**config.mk**
```make
export PLATFORM = sky130hd
export DESIGN_NAME = character_motion
export DESIGN_NICKNAME = d
export VERILOG_FILES = /design/src/rtl/character_motion_pkg.sv /design/src/rtl/character_motion_sat_step.sv /design/src/rtl/character_motion.sv
export SDC_FILE = /design/constraint.sdc
export NUM_CORES = 1
export LEC_CHECK = 0
export ABC_AREA = 0
export CORE_MARGIN = 8
export CORE_UTILIZATION = 35
export DETAILED_ROUTE_END_ITERATION = 6
export GPL_TIMING_DRIVEN = 0
export PLACE_DENSITY = 0.57
export SLEW_MARGIN = 20
export SYNTH_ARGS = -nofsm -noshare
export SYNTH_HDL_FRONTEND = slang
export SYNTH_HIERARCHICAL = 1
export SYNTH_SLANG_ARGS = --single-unit
```
**constraint.sdc**
```tcl
create_clock -name clk -period 9.45 [get_ports clk]
set_input_delay 0.945 -clock clk [delete_from_list [all_inputs] [get_ports clk]]
set_output_delay 0.945 -clock clk [all_outputs]
set_load 0.01 [all_outputs]
```
**src/rtl/character_motion_pkg.sv**
```systemverilog
// +----------------------------------------------------------------------------+
// | Module      : character_motion_pkg                                         |
// | Description : Shared motion-state encodings and collision bit indices.     |
// | Revision    : 1.0  initial release                                         |
// +----------------------------------------------------------------------------+
`default_nettype none

package character_motion_pkg;

  typedef enum logic [1:0] {
    MS_GROUND = 2'd0,
    MS_RISE   = 2'd1,
    MS_FALL   = 2'd2
  } mstate_t;

  localparam int COLL_CEIL   = 0;
  localparam int COLL_GROUND = 1;
  localparam int COLL_RIGHT  = 2;
  localparam int COLL_LEFT   = 3;

endpackage

`default_nettype wire

```
**src/rtl/character_motion_sat_step.sv**
```systemverilog
// +----------------------------------------------------------------------------+
// | Module      : character_motion_sat_step                                    |
// | Description : Signed add with one guard bit, clamped to [lo, hi].          |
// | Revision    : 1.0  initial release                                         |
// +----------------------------------------------------------------------------+
`default_nettype none

module character_motion_sat_step #(
  parameter int W = 8
) (
  input  logic signed [W:0] a,
  input  logic signed [W:0] b,
  input  logic signed [W:0] lo,
  input  logic signed [W:0] hi,
  output logic signed [W:0] y
);

  logic signed [W+1:0] w_sum;
  logic signed [W+1:0] w_lo;
  logic signed [W+1:0] w_hi;

  always_comb begin
    w_sum = (W+2)'(a) + (W+2)'(b);
    w_lo  = (W+2)'(lo);
    w_hi  = (W+2)'(hi);
    if (w_sum < w_lo) begin
      y = lo;
    end else if (w_sum > w_hi) begin
      y = hi;
    end else begin
      y = w_sum[W:0];
    end
  end

endmodule

`default_nettype wire

```
**src/rtl/character_motion.sv**
```systemverilog
// +----------------------------------------------------------------------------+
// | Module      : character_motion                                             |
// | Description : Per-character position/velocity engine, one step per tick.  |
// | Revision    : 1.0  initial release                                         |
// +----------------------------------------------------------------------------+
`default_nettype none

module character_motion
  import character_motion_pkg::*;
#(
  parameter int X_W          = 10,
  parameter int Y_W          = 9,
  parameter int V_W          = 6,
  parameter int X_MAX        = 639,
  parameter int Y_MAX        = 479,
  parameter int RESET_X      = 32,
  parameter int RESET_Y      = 400,
  parameter int H_SPEED      = 1,
  parameter int GRAVITY      = 1,
  parameter int JUMP_VEL     = 6,
  parameter int MAX_FALL     = 8,
  parameter int COYOTE_TICKS = 3
) (
  input  logic                  clk,
  input  logic                  rst_n,
  input  logic                  tick,
  input  logic                  spawn,
  input  logic [X_W-1:0]        spawn_x,
  input  logic [Y_W-1:0]        spawn_y,
  input  logic                  key_up,
  input  logic                  key_left,
  input  logic                  key_right,
  input  logic [3:0]            coll,
  output logic [X_W-1:0]        pos_x,
  output logic [Y_W-1:0]        pos_y,
  output logic signed [V_W-1:0] vel_y,
  output logic [1:0]            mstate,
  output logic                  facing_left,
  output logic                  walking
);

  localparam int C_W = $clog2(COYOTE_TICKS + 1);

  localparam logic signed [X_W:0] c_X_LO     = '0;
  localparam logic signed [X_W:0] c_X_HI     = (X_W+1)'(X_MAX);
  localparam logic signed [X_W:0] c_H_STEP   = (X_W+1)'(H_SPEED);
  localparam logic signed [Y_W:0] c_Y_LO     = '0;
  localparam logic signed [Y_W:0] c_Y_HI     = (Y_W+1)'(Y_MAX);
  localparam logic signed [V_W:0] c_V_LO     = -((V_W+1)'(MAX_FALL));
  localparam logic signed [V_W:0] c_V_HI     = (V_W+1)'((2 ** (V_W - 1)) - 1);
  localparam logic signed [V_W:0] c_NEG_GRAV = -((V_W+1)'(GRAVITY));
  localparam logic signed [V_W:0] c_JUMP     = (V_W+1)'(JUMP_VEL);
  localparam logic [C_W-1:0]      c_COYOTE   = C_W'(COYOTE_TICKS);

  logic [X_W-1:0]        r_pos_x;
  logic [Y_W-1:0]        r_pos_y;
  logic signed [V_W-1:0] r_vel_y;
  mstate_t               r_ms;
  mstate_t               w_ms_next;
  logic [C_W-1:0]        r_coy;
  logic [C_W-1:0]        w_coy_next;
  logic                  r_facing_left;
  logic                  r_walking;

  logic signed [X_W:0]   w_x_cur;
  logic signed [X_W:0]   w_x_step;
  logic signed [X_W:0]   w_x_next;
  logic                  w_walk;
  logic signed [V_W:0]   w_vel_dec;
  logic signed [V_W:0]   w_vel_next;
  logic signed [Y_W:0]   w_y_step;
  logic signed [Y_W:0]   w_y_next;
  logic                  w_y_unused;

  // Horizontal: left wins over right; a blocked key still sets facing.
  always_comb begin
    w_x_step = '0;
    if (key_left) begin
      if (!coll[COLL_LEFT]) w_x_step = -c_H_STEP;
    end else if (key_right && !coll[COLL_RIGHT]) begin
      w_x_step = c_H_STEP;
    end
  end

  assign w_x_cur = $signed({1'b0, r_pos_x});

  character_motion_sat_step #(.W(X_W)) u_x_step (
    .a  (w_x_cur),
    .b  (w_x_step),
    .lo (c_X_LO),
    .hi (c_X_HI),
    .y  (w_x_next)
  );

  assign w_walk = (key_left || key_right) && (w_x_next != w_x_cur);

  character_motion_sat_step #(.W(V_W)) u_v_step (
    .a  ((V_W+1)'(r_vel_y)),
    .b  (c_NEG_GRAV),
    .lo (c_V_LO),
    .hi (c_V_HI),
    .y  (w_vel_dec)
  );

  always_comb begin
    w_ms_next  = r_ms;
    w_vel_next = '0;
    w_coy_next = r_coy;
    unique case (r_ms)
      MS_GROUND: begin
        if (key_up) begin
          w_vel_next = c_JUMP;
          w_ms_next  = MS_RISE;
          w_coy_next = '0;
        end else if (!coll[COLL_GROUND]) begin
          w_vel_next = c_NEG_GRAV;
          w_ms_next  = MS_FALL;
          w_coy_next = c_COYOTE;
        end
      end
      MS_RISE: begin
        if (coll[COLL_CEIL] || !key_up) begin
          w_ms_next = MS_FALL;
        end else begin
          w_vel_next = w_vel_dec;
          if (w_vel_dec[V_W] || (w_vel_dec == '0)) w_ms_next = MS_FALL;
        end
      end
      MS_FALL: begin
        if (coll[COLL_GROUND]) begin
          w_ms_next  = MS_GROUND;
          w_coy_next = '0;
        end else if (key_up && (r_coy != '0)) begin
          w_vel_next = c_JUMP;
          w_ms_next  = MS_RISE;
          w_coy_next = '0;
        end else begin
          w_vel_next = w_vel_dec;
          if (r_coy != '0) w_coy_next = r_coy - 1'b1;
        end
      end
      default: begin
        w_ms_next = MS_FALL;
      end
    endcase
  end

  // Screen y grows downward, so upward velocity subtracts.
  assign w_y_step = -((Y_W+1)'(w_vel_next));

  character_motion_sat_step #(.W(Y_W)) u_y_step (
    .a  ($signed({1'b0, r_pos_y})),
    .b  (w_y_step),
    .lo (c_Y_LO),
    .hi (c_Y_HI),
    .y  (w_y_next)
  );

  assign w_y_unused = w_y_next[Y_W];

  always_ff @(posedge clk or negedge rst_n) begin
    if (!rst_n) begin
      r_pos_x       <= X_W'(RESET_X);
      r_pos_y       <= Y_W'(RESET_Y);
      r_vel_y       <= '0;
      r_ms          <= MS_FALL;
      r_coy         <= '0;
      r_facing_left <= 1'b0;
      r_walking     <= 1'b0;
    end else if (spawn) begin
      r_pos_x   <= spawn_x;
      r_pos_y   <= spawn_y;
      r_vel_y   <= '0;
      r_ms      <= MS_FALL;
      r_coy     <= '0;
      r_walking <= 1'b0;
    end else if (tick) begin
      r_pos_x   <= w_x_next[X_W-1:0];
      r_pos_y   <= w_y_next[Y_W-1:0];
      r_vel_y   <= w_vel_next[V_W-1:0];
      r_ms      <= w_ms_next;
      r_coy     <= w_coy_next;
      r_walking <= w_walk;
      if (key_left) begin
        r_facing_left <= 1'b1;
      end else if (key_right) begin
        r_facing_left <= 1'b0;
      end
    end
  end

  assign pos_x       = r_pos_x;
  assign pos_y       = r_pos_y;
  assign vel_y       = r_vel_y;
  assign mstate      = r_ms;
  assign facing_left = r_facing_left;
  assign walking     = r_walking;

endmodule

`default_nettype wire

```
==> key figures, run 1 <==
Die
  – Number of cell rows: 45
  – I/O pins: 59
  – Die width: 141 um
  – Initial Util: 36.0%
  – Die area: 0.0200 mm^2
  – Die height: 141 um
  – CORE AREA: 0.0153 mm^2

Setup path
  – CP Capture Type: flip-flop
  – Slowest cell delay on critical path: 460 ps
  – WP data required: 9590 ps
  – Startpoint types: flip-flop
  – Arr. time, crit path: 7950 ps
  – Critical Path Slowest Stage Cell: a211oi_2
  – Cell mode on critical path: ha_1
  – Kind of critical path: reg -> reg
  – Critical Path Fanout Max: 8

Clock tree
  – Clock Tree Root: clkbuf_16
  – CTS Buffer Depth: 2
  – CTS buffer count: 5
  – H-tree depth: 2
  – Post-CTS Setup Inserts: 0
  – Clk Latency, worst-skew pair: 280 ps
  – Hold_buf cts: 0
  – CTS resizes: 0
  – TritonCTS Sinks: 31
  – CTS tree: built
  – Worst-path clk slew: 60 ps

GRT
  – First-pass GRT wire length: 24.6 mm
  – Gr ovfl total: 0
  – Gr usage total: 15.1%
  – Vias in the first global route: 4935
  – Largest net degree at the start of global routing: 17
  – Initial antenna violation count: 0

Drt
  – Router iterations before antenna repair: 4
  – Vias: 5139
  – Avg WL per Cell: 13.8 um
  – Routed wire length: 14.7 mm
  – DRT iter0 DRCs: 253
  – Routed Antenna Nets: 0
  – Vias per Instance: 4.83
  – Residual DRC count: 0

STA
  – Min Tclk post-route: 7800 ps
  – Hold WS: 484 ps
  – Slew Limit Fails: 0
  – Setup TNS: 0 ps
  – Maximum clock rate: 128 MHz
  – Final setup vio count: 0
  – Slew of the pin with the lowest slew margin: 675 ps
  – Slew headroom: 54.8%
  – Fin crit share: 82.6%
  – Final worst slack: 1650 ps
  – Endpoints failing hold: 0
  – Setup Skew: 5.93 ps
  – RSZ-0062 raised after global routing: false

Synth
  – Post-Synthesis Cells: 679
  – Synthesized area: 0.00549 mm^2
  – Synth warn: 6
  – Syn avg cell area: 8.09 um^2

Placement
  – Gpl congestion: 0.814
  – Dpl ws: 1710 ps
  – DP Wirelength: 12.2 mm
  – Placed insts: 1056
  – IO buf count: 56

Power and ir drop
  – P per Cell Area: 325 mW/mm^2
  – Peak VDD IR: 0.208 mV
  – Leakage power: 0.00332 uW

Cells and area
  – Finished Core Util: 45.3%
  – Non-Filler Instances: 1064
  – Layout net count: 974
  – Area Growth Syn to Fin: 25.8%
  – Layout cells sized above 1: 8.44%
  – Diode count: 0

Run status
  – Status: finished, final reports clean

Worst hold path
  – Hold crit path type: reg -> reg

Job
  – Max-Cap Viols: 0
## power breakdown
group          switching (uW)  internal (uW)
combinational            1030            825
sequential               44.3            177
clock                    60.4            112
## final timing paths
kind / slack [ps] / endpoint / depth (start not counted) / start
max: 1650 / pos_y[0]$_DFFE_PN0P_ / 32 / vel_y[0]$_DFFE_PN0P_
min: 480 / r_coy[1]$_DFFE_PN0P_ / 2 / r_coy[1]$_DFFE_PN0P_
max reg2reg: 1650 / pos_y[0]$_DFFE_PN0P_ / 32 / vel_y[0]$_DFFE_PN0P_
min reg2reg: 480 / r_coy[1]$_DFFE_PN0P_ / 2 / r_coy[1]$_DFFE_PN0P_
max in group asynchronous: 8290 / pos_y[7]$_DFFE_PN1P_ / 2 / rst_n
min in group asynchronous: 620 / pos_x[9]$_DFFE_PN0P_ / 1 / rst_n
## critical path, delay by kind of cell, from the launching register on
family	cells	cell delay (ps)
compound gates	12	2880
fa+ha+maj	6	1860
simple gates	9	1570
mux	2	480
flops	1	410
buf+inv	2	240
xor+xnor	1	210
## placed cells by master, fill, tap and decap left out, drive strengths merged, types with 18 or more instances in the layout
cell type and count:
a21oi 45, a31oi 24, clkdlybuf4s50 55, conb 111, dfrtp 26, ha 89, inv 70, mux2i 33
nand2 45, nand3 27, nor2 44, o21ai 61, xor2 18
## registers in the layout (all words and copies together) (netlist names)
name         flops
pos_x           10
pos_y            9
vel_y            6
mstate           2
r_coy            2
facing_left      1
walking          1
## layer usage
layer / vias to the layer above / track usage, % / routed length (um)
met1: 2305 / 20.1 / 7320
met4: 0 / 1.70 / 36
met2: 83 / 25.5 / 6610
met5: - / 0 / 0
met3: 5 / 2.57 / 698
li1: 2746 / - / -
## cell type report
class | count | area [um^2]
Sequential cell | 31 | 782
Tap cell | 211 | 264
Timing Repair Buffer | 57 | 583
Buffer | 19 | 126
Fill cell | 1555 | 8350
Multi-Input combinational cell | 668 | 4730
Inverter | 70 | 263
Clock buffer | 8 | 156
## through the flow
stage	instance area, um^2	total power [uW]
global route	6910	2520
finish	6910	2250
global placement	6720	2070
detailed placement	6750	2070
CTS	6900	2260
floorplan	5900	1640
Power figures use the tool's default switching activity.
==> run 2, diff against run 1 <==
- clock period: 9.45 -> 8 ns (I/O delays scaled with it)
==> key figures, run 2 (synthesized netlist as in run 1, its figures left out) <==
Clock tree
  – CTS tree: built
  – CTS buffer count: 5 (unchanged)
  – Hold_buf cts: 0 (unchanged)
  – H-tree depth: 2 (unchanged)
  – Clock Tree Root: clkbuf_16
  – Clk Latency, worst-skew pair: 280 ps (about the same)
  – Worst-path clk slew: 60 ps (about the same)
  – TritonCTS Sinks: 31 (unchanged)
  – CTS Buffer Depth: 2 (unchanged)

Drt
  – Routed Antenna Nets: 0 (unchanged)
  – DRT iter0 DRCs: 295 (+17%)
  – Vias per Instance: 4.83 (about the same)
  – Residual DRC count: 0 (unchanged)
  – Avg WL per Cell: 13.8 um (+0.14%)
  – Router iterations before antenna repair: 4 (unchanged)
  – Vias: 5143 (+0.078%)
  – Routed wire length: 14.7 mm (+0.23%)

Cells and area
  – Number of fill cells: 1551 (-0.26%)
  – Commonest non-fill, non-tap cells in the layout: 111 x conb_1, 89 x ha_1, 69 x inv_1, 55 x clkdlybuf4s50_1, 53 x o21ai_0
  – Area Growth Syn to Fin: 26.3%
  – Area taken by multi-input logic gates: 0.00475 mm^2 (+0.50%)
  – Register area: 782 um^2 (unchanged)
  – Most common cell after layout, fill and taps aside: conb_1
  – Diode count: 0 (unchanged)
  – Max reg flops: 10 (unchanged)
  – Layout net count: 975 (+0.10%)
  – Layout cells sized above 1: 8.78% (+0.34 points)

Setup path
  – Kind of critical path: reg -> reg
  – Startpoint types: flip-flop
  – Worst r2r dst: pos_y[8]$_DFFE_PN1P_
  – Cell mode on critical path: ha_1
  – Critical Path Slowest Stage Cell: fa_1
  – WP data required: 8180 ps (-1410 ps)
  – Reg-to-reg startpoint: vel_y[0]$_DFFE_PN0P_
  – CP Launch Point: vel_y[0]$_DFFE_PN0P_
  – Worst setup path endpoint: pos_y[8]$_DFFE_PN1P_
  – Critical Path Fanout Max: 7 (-1)
  – R2r worst-path depth: 33 (+3.1%)
  – CP Capture Type: flip-flop
  – Arr. time, crit path: 7560 ps (-390 ps)
  – Slowest cell delay on critical path: 420 ps (-40 ps)
  – Slack of the worst reg-to-reg path: 620 ps (-1020 ps)

Placement
  – Dpl ws: 259 ps (-1450 ps)
  – Gpl congestion: 0.814 (unchanged)
  – IO buf count: 56 (unchanged)
  – DP Wirelength: 12.2 mm (unchanged)

STA
  – Final worst slack: 623 ps (-1020 ps)
  – Slew of the pin with the lowest slew margin: 711 ps (+35.2 ps)
  – RSZ-0062 raised after global routing: false
  – Min Tclk post-route: 7380 ps (-425 ps)
  – Slew Limit Fails: 0 (unchanged)
  – Fin crit share: 92.2% (+9.7 points)
  – Maximum clock rate: 136 MHz (+5.8%)
  – Slew headroom: 52.5% (-2.4 points)
  – Setup TNS: 0 ps (unchanged)
  – Setup Skew: 6.94 ps (+1.01 ps)
  – Final setup vio count: 0 (unchanged)
  – Endpoints failing hold: 0 (unchanged)

Die
  – Initial Util: 36.0% (unchanged)
  – Number of cell rows: 45 (unchanged)
  – Die area: 0.0200 mm^2 (unchanged)
  – Die width: 141 um (unchanged)
  – I/O pins: 59 (unchanged)
  – CORE AREA: 0.0153 mm^2 (unchanged)
  – Die height: 141 um (unchanged)

Run status
  – Status: finished, final reports clean

Power and ir drop
  – Peak VDD IR: 0.252 mV (+21%)
  – Leakage power: 0.00333 uW (+0.23%)
  – P per Cell Area: 388 mW/mm^2 (+19%)

GRT
  – Gr ovfl total: 0 (unchanged)
  – GR peak layer: met2
  – Grt met3 use: 2.57% (unchanged)
  – Gr usage total: 15.1% (unchanged)
  – Vias in the first global route: 4935 (unchanged)
  – Initial antenna violation count: 0 (unchanged)
  – Largest net degree at the start of global routing: 17 (unchanged)
  – First-pass GRT wire length: 24.6 mm (unchanged)
  – Met1 GRT Util: 20.1% (unchanged)
  – GR Util met2: 25.5% (unchanged)

Worst hold path
  – Hold crit path type: in -> async

Job
  – Max-Cap Viols: 0 (unchanged)
[run 2: critical path: cells and delay by family, from the launching register on]
family	cells	cell delay, ps
fa+ha+maj	6	1860
buf+inv	4	430
simple gates	6	880
compound gates	14	3030
flops	1	410
mux	3	670
[run 2: worst min path at each step]
stage	startpoint	to
floorplan	r_coy[1]$_DFFE_PN0P_	r_coy[1]$_DFFE_PN0P_
global placement	r_coy[1]$_DFFE_PN0P_	r_coy[1]$_DFFE_PN0P_
detailed placement	r_coy[1]$_DFFE_PN0P_	r_coy[1]$_DFFE_PN0P_
CTS	rst_n	pos_x[9]$_DFFE_PN0P_
global route	rst_n	pos_x[9]$_DFFE_PN0P_
finish	rst_n	pos_x[9]$_DFFE_PN0P_
[run 2: layout make-up]
class	count	area share, %
Sequential cell	31	11.3
Inverter	70	3.79
Tap cell	211	3.81
Buffer	19	1.82
Multi-Input combinational cell	668	68.5
Timing Repair Buffer	58	8.51
Clock buffer	8	2.25
[run 2: power breakdown]
| group | switching [uW] | internal [uW] |
|---|---|---|
| Combinational | 1230 | 994 |
| Clock | 72.5 | 133 |
| Sequential | 52.9 | 209 |
[run 2: through the flow]
stage | hold slack (ps) | power [uW] | utilization [%] | std cells | area (um^2)
after detailed placement | 481 | 2450 | 44.2 | 1056 | 6750
after floorplan | 450 | 1930 | - | 788 | 5900
after CTS | 485 | 2670 | 45.2 | 1064 | 6900
after global routing | 496 | 3020 | 45.5 | 1065 | 6940
final | 474 | 2690 | 45.5 | 1065 | 6940
after global placement | 470 | 2450 | 44.1 | 1055 | 6720
[run 2: what timing repair did]
action	CTS	global route
buffers inserted	0	1
hold endpoints to repair	0	0
setup endpoints to repair	0	9
resized for setup	0	5
[run 2: routing by layer]
metal  vias up  wire length (um)  share of wire [%]
met5         -                 0                  0
met4         0                34               0.23
met3         5               660                4.5
met2        80              6580                 45
met1      2320              7430                 51
li1       2738                 -                  -
==> run 3, diff against run 2 <==
- CORE_ASPECT_RATIO: unset -> 0.75
- SLEW_MARGIN: 20 -> 30
==> key figures, run 3 (synthesized netlist as in run 1, its figures left out) <==
Clock tree
  – Clk Latency, worst-skew pair: 280 ps (about the same)
  – Post-CTS Setup Inserts: 0 (unchanged)
  – Hold_buf cts: 0 (unchanged)
  – CTS buffer count: 5 (unchanged)
  – CTS Buffer Depth: 2 (unchanged)
  – TritonCTS Sinks: 31 (unchanged)
  – Worst-path clk slew: 60 ps (about the same)
  – Clock Tree Root: clkbuf_16
  – CTS tree: built
  – CTS resizes: 0 (unchanged)
  – H-tree depth: 2 (unchanged)

Cells and area
  – Diode count: 0 (unchanged)
  – Most common cell after layout, fill and taps aside: conb_1
  – Area Growth Syn to Fin: 26.0%
  – Commonest non-fill, non-tap cells in the layout: 111 x conb_1, 89 x ha_1, 69 x inv_1, 55 x clkdlybuf4s50_1, 54 x o21ai_0
  – Max reg flops: 10 (unchanged)
  – Number of fill cells: 1538 (-0.84%)
  – Register area: 782 um^2 (unchanged)
  – Layout cells sized above 1: 8.91% (+0.13 points)
  – Post-route cell area: 0.00692 mm^2 (-0.27%)
  – Layout net count: 974 (-0.10%)
  – Area taken by multi-input logic gates: 0.00477 mm^2 (+0.24%)

Run status
  – Status: finished, final reports clean

STA
  – Fin crit share: 93.4% (+1.1 points)
  – RSZ-0062 raised after global routing: false
  – Slew Limit Fails: 0 (unchanged)
  – Setup Skew: 5.98 ps (-0.959 ps)
  – Endpoints failing hold: 0 (unchanged)
  – Slew headroom: 48.0% (-4.4 points)
  – Maximum clock rate: 134 MHz (-1.2%)
  – Hold WS: 405 ps (-68.7 ps)
  – Final setup vio count: 0 (unchanged)
  – Setup TNS: 0 ps (unchanged)
  – Slew of the pin with the lowest slew margin: 775 ps (+64.4 ps)
  – Min Tclk post-route: 7470 ps (+92.0 ps)

Drt
  – Vias per Instance: 4.82 (-0.14%)
  – Residual DRC count: 0 (unchanged)
  – Routed wire length: 14.9 mm (+1.5%)
  – Vias: 5102 (-0.80%)
  – Router iterations before antenna repair: 7 (+3)
  – Routed Antenna Nets: 0 (unchanged)
  – DRT iter0 DRCs: 311 (+5.4%)
  – Avg WL per Cell: 14.1 um (+2.2%)

Setup path
  – Critical Path Fanout Max: 8 (+1)
  – CP Capture Type: flip-flop
  – Reg-to-reg startpoint: vel_y[0]$_DFFE_PN0P_
  – Kind of critical path: reg -> reg
  – R2r worst-path depth: 32 (-3.0%)
  – Arr. time, crit path: 7610 ps (+50 ps)
  – WP data required: 8140 ps (-40 ps)
  – Critical Path Slowest Stage Cell: fa_1
  – Worst r2r dst: pos_y[0]$_DFFE_PN0P_
  – Slowest cell delay on critical path: 430 ps (about the same)
  – Cell mode on critical path: ha_1
  – Startpoint types: flip-flop
  – Slack of the worst reg-to-reg path: 530 ps (-90 ps)

Placement
  – DP Wirelength: 12.5 mm (+2.3%)
  – Gpl congestion: 0.816 (+0.21%)
  – Placement Cell Area: 0.00674 mm^2 (about the same)
  – IO buf count: 56 (unchanged)

GRT
  – Initial antenna violation count: 0 (unchanged)
  – Vias in the first global route: 4685 (-5.1%)
  – Largest net degree at the start of global routing: 22 (+5)
  – Gr usage total: 14.6% (-0.41 points)
  – First-pass GRT wire length: 24.5 mm (-0.45%)
  – Gr ovfl total: 0 (unchanged)

Die
  – Die height: 124 um (-12%)
  – I/O pins: 59 (unchanged)
  – Die width: 161 um (+14%)
  – Die area: 0.0200 mm^2 (+0.21%)
  – CORE AREA: 0.0153 mm^2 (about the same)
  – Number of cell rows: 39 (-13%)
  – Initial Util: 35.9% (about the same)

Power and ir drop
  – Peak VDD IR: 0.365 mV (+45%)
  – P per Cell Area: 391 mW/mm^2 (+0.87%)
  – Leakage power: 0.00332 uW (-0.38%)

Job
  – Max-Cap Viols: 0 (unchanged)

Worst hold path
  – Hold crit path type: in -> async
[run 3: per-layer routing]
layer	vias to the layer above	wire length, um	global-route usage (%)	share of wire (%)
li1	2751	-	-	-
met1	2253	8580	23.5	58
met2	92	5560	19.9	37
met3	6	716	2.51	4.8
met4	0	71	1.43	0.48
met5	-	0	0	0
[run 3: layout make-up]
cell class,count,share of cell area [%]
tap,205,3.71
sequential,31,11.3
inverter,70,3.80
clock buffer,6,1.86
timing repair buffer,57,8.43
multi-input combinational,668,68.9
clock inverter,2,0.181
buffer,19,1.83
[run 3: worst max path at each step]
stage / start / endpoint / slack, ps / cells after the start
finish: vel_y[0]$_DFFE_PN0P_ / pos_y[0]$_DFFE_PN0P_ / 530 / 32
global route: vel_y[0]$_DFFE_PN0P_ / pos_y[0]$_DFFE_PN0P_ / 30 / 32
CTS: vel_y[0]$_DFFE_PN0P_ / pos_y[0]$_DFFE_PN0P_ / 340 / 32
detailed placement: vel_y[0]$_DFFE_PN0P_ / pos_y[0]$_DFFE_PN0P_ / 370 / 32
global placement: vel_y[0]$_DFFE_PN0P_ / pos_y[0]$_DFFE_PN0P_ / 350 / 32
floorplan: vel_y[0]$_DFFE_PN0P_ / pos_y[0]$_DFFE_PN0P_ / 1490 / 32
[run 3: per-stage QoR]
| step | utilization, % | std cells | worst slack (ps) | power, uW |
|---|---|---|---|---|
| global route | 45.3 | 1058 | 32.8 | 3010 |
| CTS | 45.1 | 1058 | 336 | 2680 |
| floorplan | - | 788 | 1490 | 1930 |
| finish | 45.3 | 1058 | 531 | 2710 |
| global placement | 44.0 | 1049 | 353 | 2470 |
| detailed placement | 44.1 | 1050 | 370 | 2470 |
[run 3: power by group]
group	internal (uW)	switching [uW]
clock network	115	69.5
registers	209	53.8
logic	990	1270
[run 3: critical path, delay by kind of cell, from the launching register on]
kind	cells	cell delay (ps)
buf+inv	2	250
fa+ha+maj	6	1870
flops	1	410
compound gates	12	2470
mux	3	790
simple gates	9	1560
